[src/rtl/gpio_input_conditioner.sv]
// -----------------------------------------------------------------------------
// gpio_input_conditioner
//
// Purpose: conditions GPIO_WIDTH asynchronous input pins. Each pin is brought
// into the clock domain by a two-flop synchroniser. An optional per-channel
// debounce counter accepts a new level only after DEBOUNCE_CYCLES consecutive
// cycles at that level. Qualified edges of the clean level set sticky pending
// flags, and irq is their OR.
//
// Build option: define GPIO_DEBOUNCE_EN to include the debounce counters.
// Without it, gpio_clean follows the synchroniser output directly and
// DEBOUNCE_CYCLES has no effect on behaviour.
//
// Parameters:
//   GPIO_WIDTH       number of independent channels (>= 1)
//   DEBOUNCE_CYCLES  stable cycles required to accept a new level (>= 1)
//
// Ports:
//   clock          in   single clock; all state changes on its rising edge
//   reset          in   synchronous, active-high reset
//   gpio_raw       in   [GPIO_WIDTH] asynchronous pin levels
//   rise_en        in   [GPIO_WIDTH] rising-edge event enable
//   fall_en        in   [GPIO_WIDTH] falling-edge event enable
//   pending_clear  in   [GPIO_WIDTH] one-cycle clear strobe for pending
//   gpio_clean     out  [GPIO_WIDTH] synchronised, debounced level
//   pending        out  [GPIO_WIDTH] sticky edge-event flags
//   irq            out  OR of pending
// -----------------------------------------------------------------------------
module gpio_input_conditioner #(
  parameter int GPIO_WIDTH      = 8,
  parameter int DEBOUNCE_CYCLES = 16
) (
  input  logic                  clock,
  input  logic                  reset,
  input  logic [GPIO_WIDTH-1:0] gpio_raw,
  input  logic [GPIO_WIDTH-1:0] rise_en,
  input  logic [GPIO_WIDTH-1:0] fall_en,
  input  logic [GPIO_WIDTH-1:0] pending_clear,
  output logic [GPIO_WIDTH-1:0] gpio_clean,
  output logic [GPIO_WIDTH-1:0] pending,
  output logic                  irq
);

  if (GPIO_WIDTH < 1 || DEBOUNCE_CYCLES < 1) begin : g_bad_param
    $error("gpio_input_conditioner: GPIO_WIDTH and DEBOUNCE_CYCLES must be >= 1");
  end

  logic [GPIO_WIDTH-1:0] sync1_q, sync2_q;
  logic [GPIO_WIDTH-1:0] clean_q, clean_d;
  logic [GPIO_WIDTH-1:0] clean_prev_q;
  logic [GPIO_WIDTH-1:0] pending_q, pending_d;
  logic [GPIO_WIDTH-1:0] rise_ev, fall_ev;

  // Synchroniser and edge-history registers.
  always_ff @(posedge clock) begin
    if (reset) begin
      sync1_q      <= '0;
      sync2_q      <= '0;
      clean_q      <= '0;
      clean_prev_q <= '0;
      pending_q    <= '0;
    end else begin
      sync1_q      <= gpio_raw;
      sync2_q      <= sync1_q;
      clean_q      <= clean_d;
      clean_prev_q <= clean_q;
      pending_q    <= pending_d;
    end
  end

`ifdef GPIO_DEBOUNCE_EN
  // Counter is sized for DEBOUNCE_CYCLES, but it never passes
  // DEBOUNCE_CYCLES-1, so it cannot wrap.
  localparam int CW = $clog2(DEBOUNCE_CYCLES + 1);
  localparam logic [CW-1:0] CNT_MAX = CW'(DEBOUNCE_CYCLES - 1);

  logic [CW-1:0] cnt_q [GPIO_WIDTH];
  logic [CW-1:0] cnt_d [GPIO_WIDTH];

  always_comb begin
    clean_d = clean_q;
    for (int i = 0; i < GPIO_WIDTH; i++) begin
      cnt_d[i] = '0;
      // Any cycle at which sync2 matches the current clean level ends a
      // candidate change, so a short glitch leaves the count at zero.
      if (sync2_q[i] != clean_q[i]) begin
        if (cnt_q[i] == CNT_MAX) begin
          clean_d[i] = sync2_q[i];
        end else begin
          cnt_d[i] = cnt_q[i] + CW'(1);
        end
      end
    end
  end

  always_ff @(posedge clock) begin
    for (int i = 0; i < GPIO_WIDTH; i++) begin
      if (reset) begin
        cnt_q[i] <= '0;
      end else begin
        cnt_q[i] <= cnt_d[i];
      end
    end
  end
`else
  always_comb begin
    clean_d = sync2_q;
  end
`endif

  // A change of the clean level is visible one edge later as a difference
  // between clean_q and clean_prev_q. A new event takes priority over a clear
  // strobe that arrives in the same cycle, so the event is never lost.
  always_comb begin
    rise_ev   = clean_q & ~clean_prev_q & rise_en;
    fall_ev   = ~clean_q & clean_prev_q & fall_en;
    pending_d = (pending_q & ~pending_clear) | rise_ev | fall_ev;
  end

  assign gpio_clean = clean_q;
  assign pending    = pending_q;
  assign irq        = |pending_q;

endmodule

[config.mk]
export PLATFORM = sky130hd
export DESIGN_NAME = gpio_input_conditioner
export DESIGN_NICKNAME = d
export VERILOG_FILES = /design/src/rtl/gpio_input_conditioner.sv
export SDC_FILE = /design/constraint.sdc
export NUM_CORES = 1
export LEC_CHECK = 0
export CAP_MARGIN = 20
export CORE_MARGIN = 2
export CORE_UTILIZATION = 47
export CTS_BUF_LIST = sky130_fd_sc_hd__clkbuf_8
export DETAILED_ROUTE_END_ITERATION = 12
export MAX_ROUTING_LAYER = met4
export PLACE_DENSITY = 0.86
export SYNTH_ARGS = -nofsm -noshare
export SYNTH_HDL_FRONTEND = slang
export SYNTH_SLANG_ARGS = --single-unit
[constraint.sdc]
create_clock -name clock -period 1.15 [get_ports clock]
set_input_delay 0.1725 -clock clock [delete_from_list [all_inputs] [get_ports clock]]
set_output_delay 0.1725 -clock clock [all_outputs]
set_load 0.005 [all_outputs]
* Yosys cells after proc, flatten, opt, wreduce, memory -nomap -nowiden
Cells that the tools add are included.
Cells by class: reduce and logical (&&, ||, !) cells 1, bitwise operators 10
Operators with widths (number):
- 8-bit bitwise AND | 5
- 8-bit inverter | 3
- 8-bit bitwise OR | 2
- 8-bit OR reduction | 1
Word-level totals: output and inout bits 17, logic and storage cells 16, bits in registers 40

* Depth between registers and ports, before layout
depth after elaboration 5, mapped depth 2, depth with buffers taken out 2

* Worst setup path before layout
No wires, ideal clock.
path type reg-to-output, start point register pending_q[6] (netlist: pending[6]), end point output port irq, stages on the path, launching flop included 3, arrival time 653 ps, path buffers 0, setup slack 325 ps, cell sequence dfxtp_1 nor4_1 nand2_1
On the way: cells in the longest elaborated chain, start to end 1
RTL lines:
- start, declared | RTL line 51 | logic [GPIO_WIDTH-1:0] pending_q, pending_d;
- start signal, assigned | RTL line 67 | pending_q <= pending_d;
- 8-bit OR reduction | RTL line 122 | assign irq = |pending_q;
- end, declared | RTL line 41 | output logic irq
Every way passes these cells.

* Final worst setup path
start point register pending_q[3] (netlist: pending[3]), end point output port irq
Same word-level chain as after synthesis.

==> impl_metrics.toml <==
[drt]
routed_wirelength_mm = 2.93
drt_iter0_drc = 50
vias = 998
final_antenna_net_count = 0
drtPass1Iterations = 4
drcViolationCount = 0
via_per_inst = 4.82
wl_per_cell_um = 14.1

[finish]
final_cells = 207
final_nets = 210
antenna_cells = 0
final_cell_area_mm2 = 0.00198
drive_gt1_frac = 0.215
num-fill-cells = 147
area_growth_pct = 57.2

[cts]
ctsRootBufferMaster = "clkbuf_8"
cts_buffer_depth = 2
clk_pin_slew_worst_paths_ns = 0.07
numClockSinks = 40
cts_tree = "yes"
cts_buffers = 5
insertion_delay_ns = 0.28
h-tree-depth = 2

[run]
drv_cap = 0

[sta]
fin_skew_ns = 0.00671
post-route-period-util = 1.09
tightest_slew_ns = 0.233
fmax_mhz = 797
postLayoutSetupSlackWorst_ns = -0.104
setup_viol = 1
post-route-min-period_ns = 1.25
slew_headroom = 0.843
hold_viol = 0
maxSlewViolCount = 0
rsz0062_at_grt = "true"
hold_slack_ns = 0.433

[place]
numPortBuffers = 50
place_inst = 195
dpl.hpwl_mm = 1.82
place_area_mm2 = 0.00185
gp_congestion = 0.859

[synthesis]
ys_types = 8
synthCells = 111
syn-cell-area_mm2 = 0.00126
synth_compound_area_frac = 0.0398
synthAdderAreaFrac = 0
synth_nets = 145
synthTopCellsByCount = "dfxtp_1, nor2b_1, nand3b_1"
async_flop_share = 0
syn_area_per_cell_um2 = 11.3
yosys-mux-area-fraction = 0
synth-simple-area-share = 0.307
synth_top_area_share = 0.637
synthTopCellsByArea = "dfxtp_1, nor2b_1, nand3b_1"
seq_area_frac_synth = 0.637
yosys_most_used_dff = "dfxtp_1"
synth_top_family_by_area = "simple AND/OR/NAND/NOR gates"
synth_xor_xnor_area_share = 0
synth-seq-cells = 40
synth.most_common_cell = "dfxtp_1"
synth_enable_flop_cells = 0
yosysWarnings = 0
yosysTopAreaCell = "dfxtp_1"

[global_route]
grt_overflow_total = 0
grt_max_degree = 41
grt_pass1_wl_mm = 4.54
grtUsageMet1 = 0.230
grt-busiest-layer = "met2"
grt_usage = 0.200
grtUsageMet3 = 0.0581
antenna_found_initial = 0
grt_pass1_vias = 959
use_met2 = 0.325

[status]
status = "finished with violations"
failed_checks = "negative setup slack"

[critical_path]
worstSetupStartpoint = "pending[3]"
cp_max_fo = 2
cp.required_ns = 0.98
cp-end-kind = "output port"
cp.arrival_ns = 1.08
r2r_start = "gpio_clean[3]"
ff2ff_setup_slack_ns = 0.24
cp-start-kind = "flip-flop"
crit_type = "reg2out"

[floorplan]
die_h_um = 55.7
core_area_mm2 = 0.00250
start_util = 0.503
fp.dieArea_mm2 = 0.00311
ios = 51
fp-row-count = 18
die_w_um = 55.7

[power]
ir_drop_uv = 1120
power_density_mw_per_mm2 = 1300
p_leak_nw = 0.813

[worst_hold_path]
hold_class = "reg2reg"
hold_start = "clean_d[1]"
## placed cells by master (no fill, tap or decap), types with 2 or more instances in the layout
cell and n:
inv_1 2, dlygate4sd2_1 9, clkbuf_8 6, nand3b_1 16
dfxtp_1 24, clkdlybuf4s15_1 5, a31oi_1 8, dfxtp_2 16
nor2b_1 32, clkdlybuf4s50_1 33, clkbuf_2 2, buf_4 11
nand2b_1 8
## registers in the layout, indices dropped and copies added, names as in the netlist
signal        flops
clean_d           8
pending           8
sync1_q           8
gpio_clean        8
clean_prev_q      8
## final cells by class
type	instances	area, um2	area share
Timing Repair Buffer	62	577	0.292
Tap cell	30	37.5	0.0190
Clock inverter	2	7.51	0.00380
Multi-Input combinational cell	67	452	0.228
Clock buffer	6	82.6	0.0418
Sequential cell	40	821	0.415
## metal layers
layer  up-vias  routed length [um]
met5         -                   0
met1       447                1240
met2        49                1410
met3         5                 234
li1        497                   -
met4         0                  42
## kinds of logic (layout without fill, tap and decap cells)
group           count (synthesis)  in the layout
compound gates                  8              8
flops                          40             40
buf+inv                         4             70
simple gates                   59             59
## power by group
part	switching, mW	total [mW]	internal [mW]
combinational	0.0654	0.234	0.168
sequential	0.0181	1.45	1.43
clock	0.411	0.882	0.470
total	0.495	2.57	2.07
## timing repair
action                     in CTS  in global routing
setup endpoints to repair      17                  1
pin swaps                       2                  0
setup buffers                   4                  0
hold buffers                    0                  0
resized for setup              43                  3
## worst max-delay path, stage by stage (launching register included)
cell	delay (ns)
dfxtp_2	0.34
nor4_4	0.27
nand2_1	0.07
buf_2	0.13
## metrics by stage
step | worst slack (ns) | TNS (ns) | utilization | power [mW]
after floorplan | 0.325 | 0 | - | 1.54
after global placement | -0.144 | -0.144 | 0.739 | 1.70
after detailed placement | -0.198 | -0.198 | 0.739 | 1.71
after CTS | -0.127 | -0.127 | 0.791 | 2.59
after global routing | -0.152 | -0.152 | 0.791 | 2.67
final | -0.104 | -0.104 | 0.791 | 2.57
## final timing paths
path                                 endpoint  cells past startpoint
worst min-delay path            gpio_clean[1]                      1
worst max register to register     pending[3]                      3
worst min register to register  gpio_clean[1]                      1
worst max-delay path                      irq                      3
Power figures use the tool's default switching activity.
